### src/rtl/period_check.sv
// period_check: watches a single-cycle event pulse (sig) and checks that successive
// pulses arrive PERIOD +/- TOL clock cycles apart.
//
// Ports:
//   clk        sole clock, rising edge
//   rst        asynchronous active-high reset
//   en         enable; low returns the checker to idle (except from fault)
//   sig        single-cycle event pulse being checked
//   clr_fault  clears the sticky fault; only looked at while faulted
//   locked     high while LOCKN or more consecutive good periods have been seen
//   early      one-cycle pulse: interval shorter than PERIOD-TOL
//   late       one-cycle pulse: interval grew past PERIOD+TOL without a pulse
//   fault      sticky; high exactly while the checker is in the fault state
//   pcnt       consecutive good periods, saturating at 255
//   meas       last measured interval in cycles
module period_check #(
  parameter int unsigned PERIOD = 400001,
  parameter int unsigned TOL    = 2,
  parameter int unsigned CBITS  = 20,
  parameter int unsigned LOCKN  = 4
) (
  input  logic             clk,
  input  logic             rst,
  input  logic             en,
  input  logic             sig,
  input  logic             clr_fault,
  output logic             locked,
  output logic             early,
  output logic             late,
  output logic             fault,
  output logic [7:0]       pcnt,
  output logic [CBITS-1:0] meas
);

  typedef enum logic [1:0] {
    StIdle,
    StWaitFirst,
    StMeasure,
    StFault
  } state_t;

  localparam logic [CBITS-1:0] IvalMin = CBITS'(PERIOD - TOL);
  localparam logic [CBITS-1:0] IvalMax = CBITS'(PERIOD + TOL);
  localparam logic [CBITS-1:0] IvalSat = '1;
  localparam logic [CBITS-1:0] IvalOne = CBITS'(1);
  localparam logic [7:0]       LockCnt = 8'(LOCKN);

  state_t           state_q;
  logic [CBITS-1:0] ival_q;
  logic [7:0]       pcnt_inc;

  assign pcnt_inc = (pcnt == 8'hff) ? pcnt : pcnt + 8'd1;

  always_ff @(posedge clk or posedge rst) begin
    if (rst) begin
      state_q <= StIdle;
      ival_q  <= '0;
      meas    <= '0;
      pcnt    <= '0;
      locked  <= 1'b0;
      early   <= 1'b0;
      late    <= 1'b0;
      fault   <= 1'b0;
    end else begin
      // early/late are single-cycle pulses unless re-asserted below.
      early <= 1'b0;
      late  <= 1'b0;
      unique case (state_q)
        StIdle: begin
          ival_q <= '0;
          pcnt   <= '0;
          locked <= 1'b0;
          if (en) state_q <= StWaitFirst;
        end
        StWaitFirst: begin
          if (!en) begin
            state_q <= StIdle;
            ival_q  <= '0;
            pcnt    <= '0;
            locked  <= 1'b0;
          end else if (sig) begin
            // First pulse only opens the interval; nothing to check yet.
            state_q <= StMeasure;
            ival_q  <= IvalOne;
          end
        end
        StMeasure: begin
          if (!en) begin
            // Dropping enable wins over a coincident pulse; meas is retained.
            state_q <= StIdle;
            ival_q  <= '0;
            pcnt    <= '0;
            locked  <= 1'b0;
          end else if (sig) begin
            meas   <= ival_q;
            ival_q <= IvalOne;
            if (ival_q < IvalMin) begin
              early   <= 1'b1;
              fault   <= 1'b1;
              state_q <= StFault;
              pcnt    <= '0;
              locked  <= 1'b0;
            end else if (ival_q <= IvalMax) begin
              pcnt   <= pcnt_inc;
              locked <= (pcnt_inc >= LockCnt);
            end else begin
              // Only reachable if the late check were bypassed; treat as late.
              late    <= 1'b1;
              fault   <= 1'b1;
              state_q <= StFault;
              pcnt    <= '0;
              locked  <= 1'b0;
            end
          end else if (ival_q == IvalMax) begin
            late    <= 1'b1;
            fault   <= 1'b1;
            state_q <= StFault;
            pcnt    <= '0;
            locked  <= 1'b0;
          end else if (ival_q != IvalSat) begin
            ival_q <= ival_q + IvalOne;
          end
        end
        StFault: begin
          // Sticky: enable alone cannot leave, and sig is ignored here.
          if (clr_fault) begin
            fault   <= 1'b0;
            ival_q  <= '0;
            state_q <= en ? StWaitFirst : StIdle;
          end
        end
        default: begin
          state_q <= StIdle;
        end
      endcase
    end
  end

endmodule

### config.mk
export PLATFORM = sky130hd
export DESIGN_NAME = period_check
export DESIGN_NICKNAME = d
export VERILOG_FILES = /design/src/rtl/period_check.sv
export SDC_FILE = /design/constraint.sdc
export NUM_CORES = 1
export LEC_CHECK = 0
export CAP_MARGIN = 25
export CORE_ASPECT_RATIO = 0.7
export CORE_MARGIN = 1.5
export CORE_UTILIZATION = 55
export CTS_BUF_LIST = sky130_fd_sc_hd__clkbuf_8
export DETAILED_ROUTE_END_ITERATION = 6
export GPL_TIMING_DRIVEN = 0
export PLACE_DENSITY = 0.79
export SLEW_MARGIN = 20
export SYNTH_ARGS = -nofsm -noshare
export SYNTH_HDL_FRONTEND = slang
export SYNTH_SLANG_ARGS = --single-unit
### constraint.sdc
create_clock -name clk -period 3.56 [get_ports clk]
set_clock_uncertainty 0.05 [all_clocks]
set_input_delay 0.712 -clock clk [delete_from_list [all_inputs] [get_ports clk]]
set_output_delay 0.712 -clock clk [all_outputs]
set_load 0.02 [all_outputs]
* Word-level counts from Yosys, hierarchy flattened
Index checks and enable logic that the tools add are counted.
** Storage, ports and cells
- Bits of input ports :: 5
- Word-level logic and storage cells :: 89
- Flip-flop bits (word level) :: 54
- Output and inout bits :: 32
** Cells by class
- Reduce and logical (&&, ||, !) cells :: 8
- Eq/ne operators :: 17
- Magnitude comparators :: 3
- Multiplexer cells :: 51
- Add/subtract/negate cells :: 2
** Operators by type and width (count)
- 20-bit two-way mux :: 7
- 20-bit one-hot mux with 4 select lines :: 1
- 8-bit two-way mux :: 7
- 8-bit one-hot mux with 3 select lines :: 1
- 1-bit two-way mux :: 23
- 20-bit by 1-bit adder with 20-bit output (second input constant) :: 1
- 20-bit by 19-bit == test with 1-bit output (second input constant) :: 1
- 20-bit by 19-bit less-or-equal comparator with 1-bit output (second input constant) :: 1
- 20-bit by 19-bit less-than comparator with 1-bit output (second input constant) :: 1
- 20-bit inequality test (second input constant) :: 1
- 2-bit two-way mux :: 9
- 4-bit inequality test (second input constant) :: 4
- 5-bit AND reduction :: 2
- 8-bit by 1-bit adder with 8-bit output (second input constant) :: 1
- 8-bit == test (second input constant) :: 1
- 8-bit by 3-bit greater-or-equal comparator with 1-bit output (second input constant) :: 1
- 2-bit inequality test (second input constant) :: 4
- 2-bit one-hot mux with 4 select lines :: 1
- 3-bit inequality test (second input constant) :: 2
- 3-bit AND reduction :: 2
- 5-bit inequality test (second input constant) :: 1
- 2-bit == test (second input constant) :: 2
- 4-bit AND reduction :: 1
- 1-bit one-hot mux with 3 select lines :: 1
- other kinds (5) :: 5

* Longest topological paths before layout
Gate-level depths: netlist (run 1).
- Depth after elaboration :: 8
- Depth in mapped cells :: 9

* Worst setup path after synthesis (run 1)
OpenSTA, ideal clock, no wires.
- Path type :: register to register
- Start :: reg ival_q[14]
- End :: reg pcnt[1]
- Stages on the path, launching flop included :: 7
- Required time :: 3.389 ns
- Path slack :: 1.237 ns
- Setup time :: 0.121 ns
- Path buffers :: 0
- Arrival :: 2.152 ns
- Clock period less this slack :: 2.323 ns
- Cells stage by stage :: dfrtp_1 or4_4 nor3_4 nand4_4 a221oi_4 o21ai_1 a22o_1
** On the way
- Word-level cells in the longest chain between the ends :: 6
** RTL lines
- start, declared :: RTL line 49 : logic [CBITS-1:0] ival_q;
- start signal, assigned :: RTL line 84 : ival_q <= IvalOne;
- start signal, assigned :: RTL line 96 : ival_q <= IvalOne;
- start signal, assigned :: RTL line 121 : ival_q <= ival_q + IvalOne;
- 20-bit by 19-bit less-or-equal comparator with 1-bit output :: RTL line 103 : end else if (ival_q <= IvalMax) begin
- 8-bit two-way mux :: RTL line 103
- 8-bit two-way mux :: RTL line 97 : if (ival_q < IvalMin) begin
- 8-bit two-way mux :: RTL line 94 : end else if (sig) begin
- 8-bit two-way mux :: RTL line 88 : if (!en) begin
- 8-bit one-hot mux with 3 select lines :: RTL line 68 : unique case (state_q)
- end signal, assigned :: RTL line 104 : pcnt <= pcnt_inc;
- end, declared :: RTL line 31 : output logic [7:0] pcnt,
Parallel ways exist; a longest one is shown, timed or not.
A chain may end at the register's enable or synchronous reset.

* Worst setup path after layout (run 1)
- Start :: in en
- End :: reg ival_q[16]
** On the way
- Word-level cells in the longest chain between the ends :: 2
** RTL lines
- start, declared :: RTL line 24 : input logic en,
- 4-bit inequality test (no source line) (tied with other cells)
- 4-bit AND reduction (no source line) or 20-bit one-hot mux with 4 select lines (tied branches)
Parallel ways exist; a longest one is shown, timed or not.

==> results of run 1 <==
[logic make-up (layout without fill, tap and decap cells)]
logic type               after synthesis  count (layout)
adder cells (fa/ha/maj)                8               8
buffers and inverters                 22              66
flip-flops                            54              54
AO/OA/AOI/OAI                         94              94
multiplexers                          17              17
AND/OR/NAND/NOR                      117             117
XOR/XNOR                               1               1
[how the worst max path moves through the flow]
stage,start,to,slack [ns],cells past startpoint
floorplan,ival_q[14],pcnt[1],1.24,6
global placement,rst,meas[19],0.47,2
detailed placement,en,ival_q[11],0.40,9
CTS,en,ival_q[11],0.73,9
global route,en,ival_q[11],0.49,9
finish,en,ival_q[16],0.67,9
[metal layers]
layer  GRT usage [%]  up-vias  routed length [um]
li1                -     1223                   -
met1           38.04     1216                3288
met2           35.42      100                2895
met3           5.000        9                 460
met4           5.952        0                  60
met5               0        -                   0
[flip-flops by register name, summed over array words and instances (netlist names)]
name / count
locked: 1
early: 1
fault: 1
state_q: 2
late: 1
pcnt: 8
meas: 20
ival_q: 20
[cells in the final DEF (no fill, tap or decap), types with 2 or more instances in the layout]
master,netlist,routed
nor4_1,2,2
o21ai_0,25,25
ha_1,8,8
inv_1,11,11
clkdlybuf4s50_1,0,36
clkbuf_8,0,6
nor3_1,8,8
a21o_1,3,3
mux2_2,16,16
and3_1,9,9
o31ai_1,2,2
a31oi_1,11,11
nor2_1,21,21
nand4_1,4,4
a21oi_1,29,29
buf_6,2,2
clkbuf_1,9,9
nand3_1,15,15
a21oi_2,2,2
a2bb2oi_1,2,2
nor2b_1,2,2
o21bai_1,2,2
dfrtp_1,54,54
a22o_1,3,3
o21ai_1,4,4
nand3b_1,4,4
nand2_1,40,40
o21a_1,3,3
[metrics by stage]
step	worst slack [ns]	area, um^2	total power (W)	instances
2_1_floorplan	1.237	2940	0.0009605	313
3_3_place_gp	0.4663	3391	0.001065	421
3_5_place_dp	0.3972	3393	0.001076	421
4_1_cts	0.7253	3485	0.001419	429
5_1_grt	0.4876	3485	0.001490	429
6_report	0.6692	3485	0.001416	429
[critical path: stages]
cell	delay [ns]
clkdlybuf4s50_1	0.64
nor2b_1	0.26
nand2_1	0.17
nor2_1	0.17
nand2_1	0.14
nor2_1	0.26
clkbuf_1	0.42
a21oi_1	0.12
a31oi_1	0.18
[layout make-up]
type	count	area, um^2	share of cell area, %
multi-input cells	237	1491	42.80
inverters	11	43.79	1.257
clock buffers	6	82.58	2.370
flip-flops and latches	54	1351	38.78
repair buffers	36	360.3	10.34
clock inverters	2	8.758	0.2513
plain buffers	11	56.30	1.616
well taps	72	90.09	2.585
[power breakdown]
| part | switching [W] | leakage, nW | internal (W) |
|---|---|---|---|
| registers | 0.0000381 | 0.748 | 0.000645 |
| clock network | 0.000197 | 0.0524 | 0.000155 |
| logic | 0.000228 | 0.692 | 0.000154 |
| total | 0.000462 | 1.49 | 0.000954 |
==> results by group, run 1 <==
Setup path
  – Reg2reg start: ival_q[0]
  – R2r setup slk: 0.93 ns
  – Startpoint class of the critical path: input port
  – Critical Path AT: 3.07 ns
  – Reg-to-reg endpoint: ival_q[14]
  – Reg2Reg Depth: 9
  – WS Path Type: input port to flip-flop
  – Worst path required time: 3.74 ns
  – Max Fanout on Critical Path: 10
  – Critical Path End Type: flip-flop

STA
  – Tcrit/Tclk final: 81.20%
  – Final count of hold timing violations: 0
  – # setup viols final: 0
  – RSZ-0062 raised after global routing: no
  – Slew @ Worst Pin: 0.6608 ns
  – Fmax: 0.3459 GHz
  – Rel. slew slack: 55.94%
  – Fin. max-slew vios: 0
  – WHS: 0.4330 ns
  – Final Critical Period: 2.891 ns
  – Final TNS setup: 0 ns

Clocking
  – Sink Count: 54
  – CTS tree: built
  – H-tree Lvls: 2
  – Root Buffer: clkbuf_8
  – Postcts setup bufs: 0
  – Clock Latency Late Sink: 0.31 ns
  – Clock transition at the registers of the reported paths: 0.09 ns
  – Gates resized, CTS repair: 0
  – Clock Path Buffers: 2
  – Hold Buf Count CTS: 0
  – TritonCTS buffer count: 5

Logic synthesis
  – Number of synthesis warnings: 0
  – Syn nets: 326
  – Adder-Cell Fraction of Synth Area: 3.404%
  – Area contributors post-synth: dfrtp_1, mux2_2, nand2_1
  – Avg Inst Size Synth: 9.394 um^2
  – Number of synthesized register bits: 54
  – Ys async rst share: 100.0%
  – Top cell type by total area after synthesis: dfrtp_1
  – Post-Syn Area: 2940 um^2
  – Post-synth EDFFs: 0
  – Area share of the largest cell type after synthesis: 45.96%
  – Mux contribution to synthesized area: 6.468%
  – Complex-gate fraction of the synthesized area: 20.26%
  – Sequential share of the synthesized area: 45.96%
  – Netlist cell types: 48
  – Syn Inst Count: 313
  – XOR/XNOR share of the synthesized area: 0.2979%
  – Largest family of logic cells by synthesized area: simple AND/OR/NAND/NOR gates
  – Synth Area in Simple Gates: 20.30%
  – Most instantiated cells after synthesis: dfrtp_1, nand2_1, a21oi_1
  – Most frequent cell after synthesis: dfrtp_1
  – Top_reg_cell synth: dfrtp_1

Flow run
  – MaxCap Viol Count: 0

Global routing
  – Tot GR Track Use: 24.71%
  – Vias in the first global route: 2288
  – Pin count of the biggest net entering global routing: 55
  – Initial antenna violation count: 0
  – Total gr overflow: 0
  – First-pass GRT wire length: 11250 um

Place
  – HPWL Detailed: 4809 um
  – Port Buffers: 36
  – GPL Wtd Cong: 0.8607

Final layout
  – Final Util: 66.98%
  – Fillers: 421
  – Layout cells sized above 1: 9.804%
  – Layout Nets: 369
  – Layout area overhead: 18.51%
  – Ant diodes: 0

Worst hold path
  – Hold EP: meas[19]
  – Type of the worst min-delay path: flip-flop to flip-flop
  – Hold path cells: 2
  – Hold Startpoint: meas[19]

Power
  – P_leak: 1.493 nW
  – Pwr dens: 406.5 nW/um^2
  – IR drop worst, VDD: 0.0002082 V

Drt
  – Via count: 2548
  – Avg WL per Cell: 15.63 um
  – # DRC: 0
  – Drt pass-1 iters: 5
  – 1st-iter DRT viols: 232
  – ANT nets after route: 0
  – Total Routed Length: 6704 um
  – Vias/cell: 5.939

Floorplan
  – Chip width: 90.39 um
  – Die Y: 64.18 um
  – IO Pins: 37
  – Die area: 5801 um^2
  – Row count: 22
  – CORE AREA: 5202 um^2
  – Starting Density: 56.52%

Run status
  – Outcome: finished clean
Power figures use the tool's default switching activity.
==> run 2: changes to the inputs <==
--- a/config.mk
+++ b/config.mk
@@ -8,7 +8,7 @@
 export CAP_MARGIN = 25
 export CORE_ASPECT_RATIO = 0.7
 export CORE_MARGIN = 1.5
-export CORE_UTILIZATION = 55
+export CORE_UTILIZATION = 52
 export CTS_BUF_LIST = sky130_fd_sc_hd__clkbuf_8
 export DETAILED_ROUTE_END_ITERATION = 6
 export GPL_TIMING_DRIVEN = 0
==> constraint.sdc (replaced) <==
create_clock -name clk -period 2.4 [get_ports clk]
set_clock_uncertainty 0.05 [all_clocks]
set_input_delay 0.48 -clock clk [delete_from_list [all_inputs] [get_ports clk]]
set_output_delay 0.48 -clock clk [all_outputs]
set_load 0.02 [all_outputs]
==> results by group, run 2 (synthesis results as in run 1) <==
Global routing
  – Pin count of the biggest net entering global routing: 55 (unchanged)
  – First-pass GRT wire length: 11540 um (+2.6%)
  – Vias in the first global route: 2392 (+4.5%)
  – Initial antenna violation count: 0 (unchanged)
  – Tot GR Track Use: 24.08% (-0.63 points)
  – Total gr overflow: 0 (unchanged)

Power
  – Switch Pwr: 0.0007029 W (+52%)
  – Internal power: 0.001453 W (+52%)
  – P_leak: 1.563 nW (+4.7%)
  – Comb pwr share: 27.9% (+0.9 points)
  – Pwr dens: 593.1 nW/um^2 (+46%)
  – Switching Fraction: 32.61% (about the same)
  – Seq pwr share: 47.1% (-1.1 points)
  – IR drop worst, VDD: 0.0004014 V (+93%)
  – Clock group share of total power: 25.0% (+0.2 points)

Floorplan
  – IO Pins: 37 (unchanged)
  – Die area: 6122 um^2 (+5.5%)
  – Chip width: 92.88 um (+2.7%)
  – CORE AREA: 5340 um^2 (+2.6%)
  – Row count: 22 (unchanged)
  – Die Y: 65.92 um (+2.7%)
  – Starting Density: 55.06% (-1.5 points)

Clocking
  – H-tree Lvls: 2 (unchanged)
  – Sink Count: 54 (unchanged)
  – Clock Latency Late Sink: 0.31 ns (about the same)
  – Hold Buf Count CTS: 0 (unchanged)
  – TritonCTS buffer count: 5 (unchanged)
  – Clock Path Buffers: 2 (unchanged)
  – Clock transition at the registers of the reported paths: 0.10 ns (about the same)
  – CTS tree: built
  – Root Buffer: clkbuf_8

Setup path
  – Critical Path AT: 2.52 ns (-0.55 ns)
  – Max Fanout on Critical Path: 10 (unchanged)
  – Critical Path End Type: flip-flop
  – Reg2Reg Depth: 8 (-1)
  – Setup crit start: ival_q[14]
  – Worst path required time: 2.58 ns (-1.16 ns)
  – Reg-to-reg endpoint: state_q[1]
  – WS Path Type: flip-flop to flip-flop
  – R2r setup slk: 0.06 ns (-0.87 ns)
  – Startpoint class of the critical path: flip-flop
  – Reg2reg start: ival_q[14]

STA
  – Final TNS setup: 0 ns (unchanged)
  – Rel. slew slack: 55.52% (-0.42 points)
  – Final Critical Period: 2.341 ns
  – Fin. max-slew vios: 0 (unchanged)
  – # setup viols final: 0 (unchanged)
  – Final count of hold timing violations: 0 (unchanged)
  – Slew @ Worst Pin: 0.6672 ns (+0.006362 ns)
  – Tcrit/Tclk final: 97.55%
  – Fmax: 0.4271 GHz
  – RSZ-0062 raised after global routing: yes

Place
  – GPL Wtd Cong: 0.8752 (+1.7%)
  – HPWL Detailed: 4835 um (+0.54%)
  – Port Buffers: 36 (unchanged)
  – Cells after DPL: 421 (unchanged)

Final layout
  – Ant diodes: 0 (unchanged)
  – Most common cell after layout, fill and taps aside: dfrtp_1
  – Layout Nets: 381 (+3.3%)
  – Commonest non-fill, non-tap cells in the layout: dfrtp_1, nand2_1, clkdlybuf4s50_1
  – Fin cells: 441 (+2.8%)
  – Layout cells sized above 1: 16.80% (+7.0 points)
  – Regs by FF count: ival_q x20, meas x20, pcnt x8
  – Layout area overhead: 23.62%

Drt
  – Via count: 2630 (+3.2%)
  – Drt pass-1 iters: 5 (unchanged)
  – Total Routed Length: 6913 um (+3.1%)
  – ANT nets after route: 0 (unchanged)
  – Vias/cell: 5.964 (+0.41%)
  – 1st-iter DRT viols: 241 (+3.9%)
  – # DRC: 0 (unchanged)
  – Avg WL per Cell: 15.68 um (+0.31%)

Flow run
  – MaxCap Viol Count: 0 (unchanged)

Worst hold path
  – Type of the worst min-delay path: flip-flop to flip-flop
  – Hold EP: meas[10]
  – Hold path cells: 2 (unchanged)
  – Hold Startpoint: meas[10]

Run status
  – Outcome: finished clean
-- run 2: worst max-delay path, stage by stage (launching register included) --
cell      delay (ns)
dfrtp_2         0.42
or4_4           0.55
nor3_4          0.25
nand2_1         0.08
o21a_2          0.21
and3b_1         0.17
buf_6           0.14
a211oi_4        0.19
mux2i_1         0.20
-- run 2: power by group through the flow --
stage / combinational [W] / clock [W] / sequential, W
after floorplan: 0.000379 / 0 / 0.00105
after global placement: 0.000551 / 0 / 0.00103
after detailed placement: 0.000567 / 0 / 0.00103
after CTS: 0.000595 / 0.000555 / 0.00102
after global routing: 0.000669 / 0.000592 / 0.00102
final: 0.000601 / 0.000538 / 0.00102
-- run 2: through the flow --
step                      setup slack (ns)  instance area [um^2]  hold WS, ns  utilization (%)  total power [W]
after floorplan                    0.07718                  2940       0.4342                -         0.001425
after global placement             -0.4833                  3391       0.4109            63.50         0.001579
after detailed placement           -0.4664                  3393       0.4238            63.54         0.001601
after CTS                         0.002827                  3533       0.4474            66.17         0.002167
after global routing              -0.05975                  3635       0.4838            68.06         0.002285
final                              0.05869                  3635       0.4381            68.06         0.002156
-- run 2: what timing repair did --
item                                   CTS  global route
pin swaps                                2             5
resized for setup                        6            13
setup endpoints to repair               29            40
endpoints found under the hold margin    0             0
buffers inserted                         4             9
-- run 2: worst max path at each step --
stage / to / slack (ns) / depth (start not counted)
2_1_floorplan: pcnt[1] / 0.08 / 6
3_3_place_gp: ival_q[14] / -0.48 / 9
3_5_place_dp: ival_q[14] / -0.47 / 9
4_1_cts: state_q[1] / 0.003 / 8
5_1_grt: state_q[1] / -0.06 / 8
6_report: state_q[1] / 0.06 / 8
-- run 2: area by class of cell --
type | count | area, um^2
Tap cell | 72 | 90.09
Inverter | 11 | 43.79
Clock inverter | 2 | 16.27
Sequential cell | 54 | 1354
Timing Repair Buffer | 49 | 460.4
Buffer | 10 | 58.81
Clock buffer | 6 | 82.58
Fill cell | 440 | 1705
Multi-Input combinational cell | 237 | 1529
-- run 2: layer usage --
layer  routed length [um]  vias to the layer above  global-route usage (%)
met5                    0                        -                       0
met4                   53                        0                   7.008
met3                  413                        7                   3.908
met2                 3033                       99                   33.76
met1                 3413                     1270                   37.80
li1                     -                     1254                       -
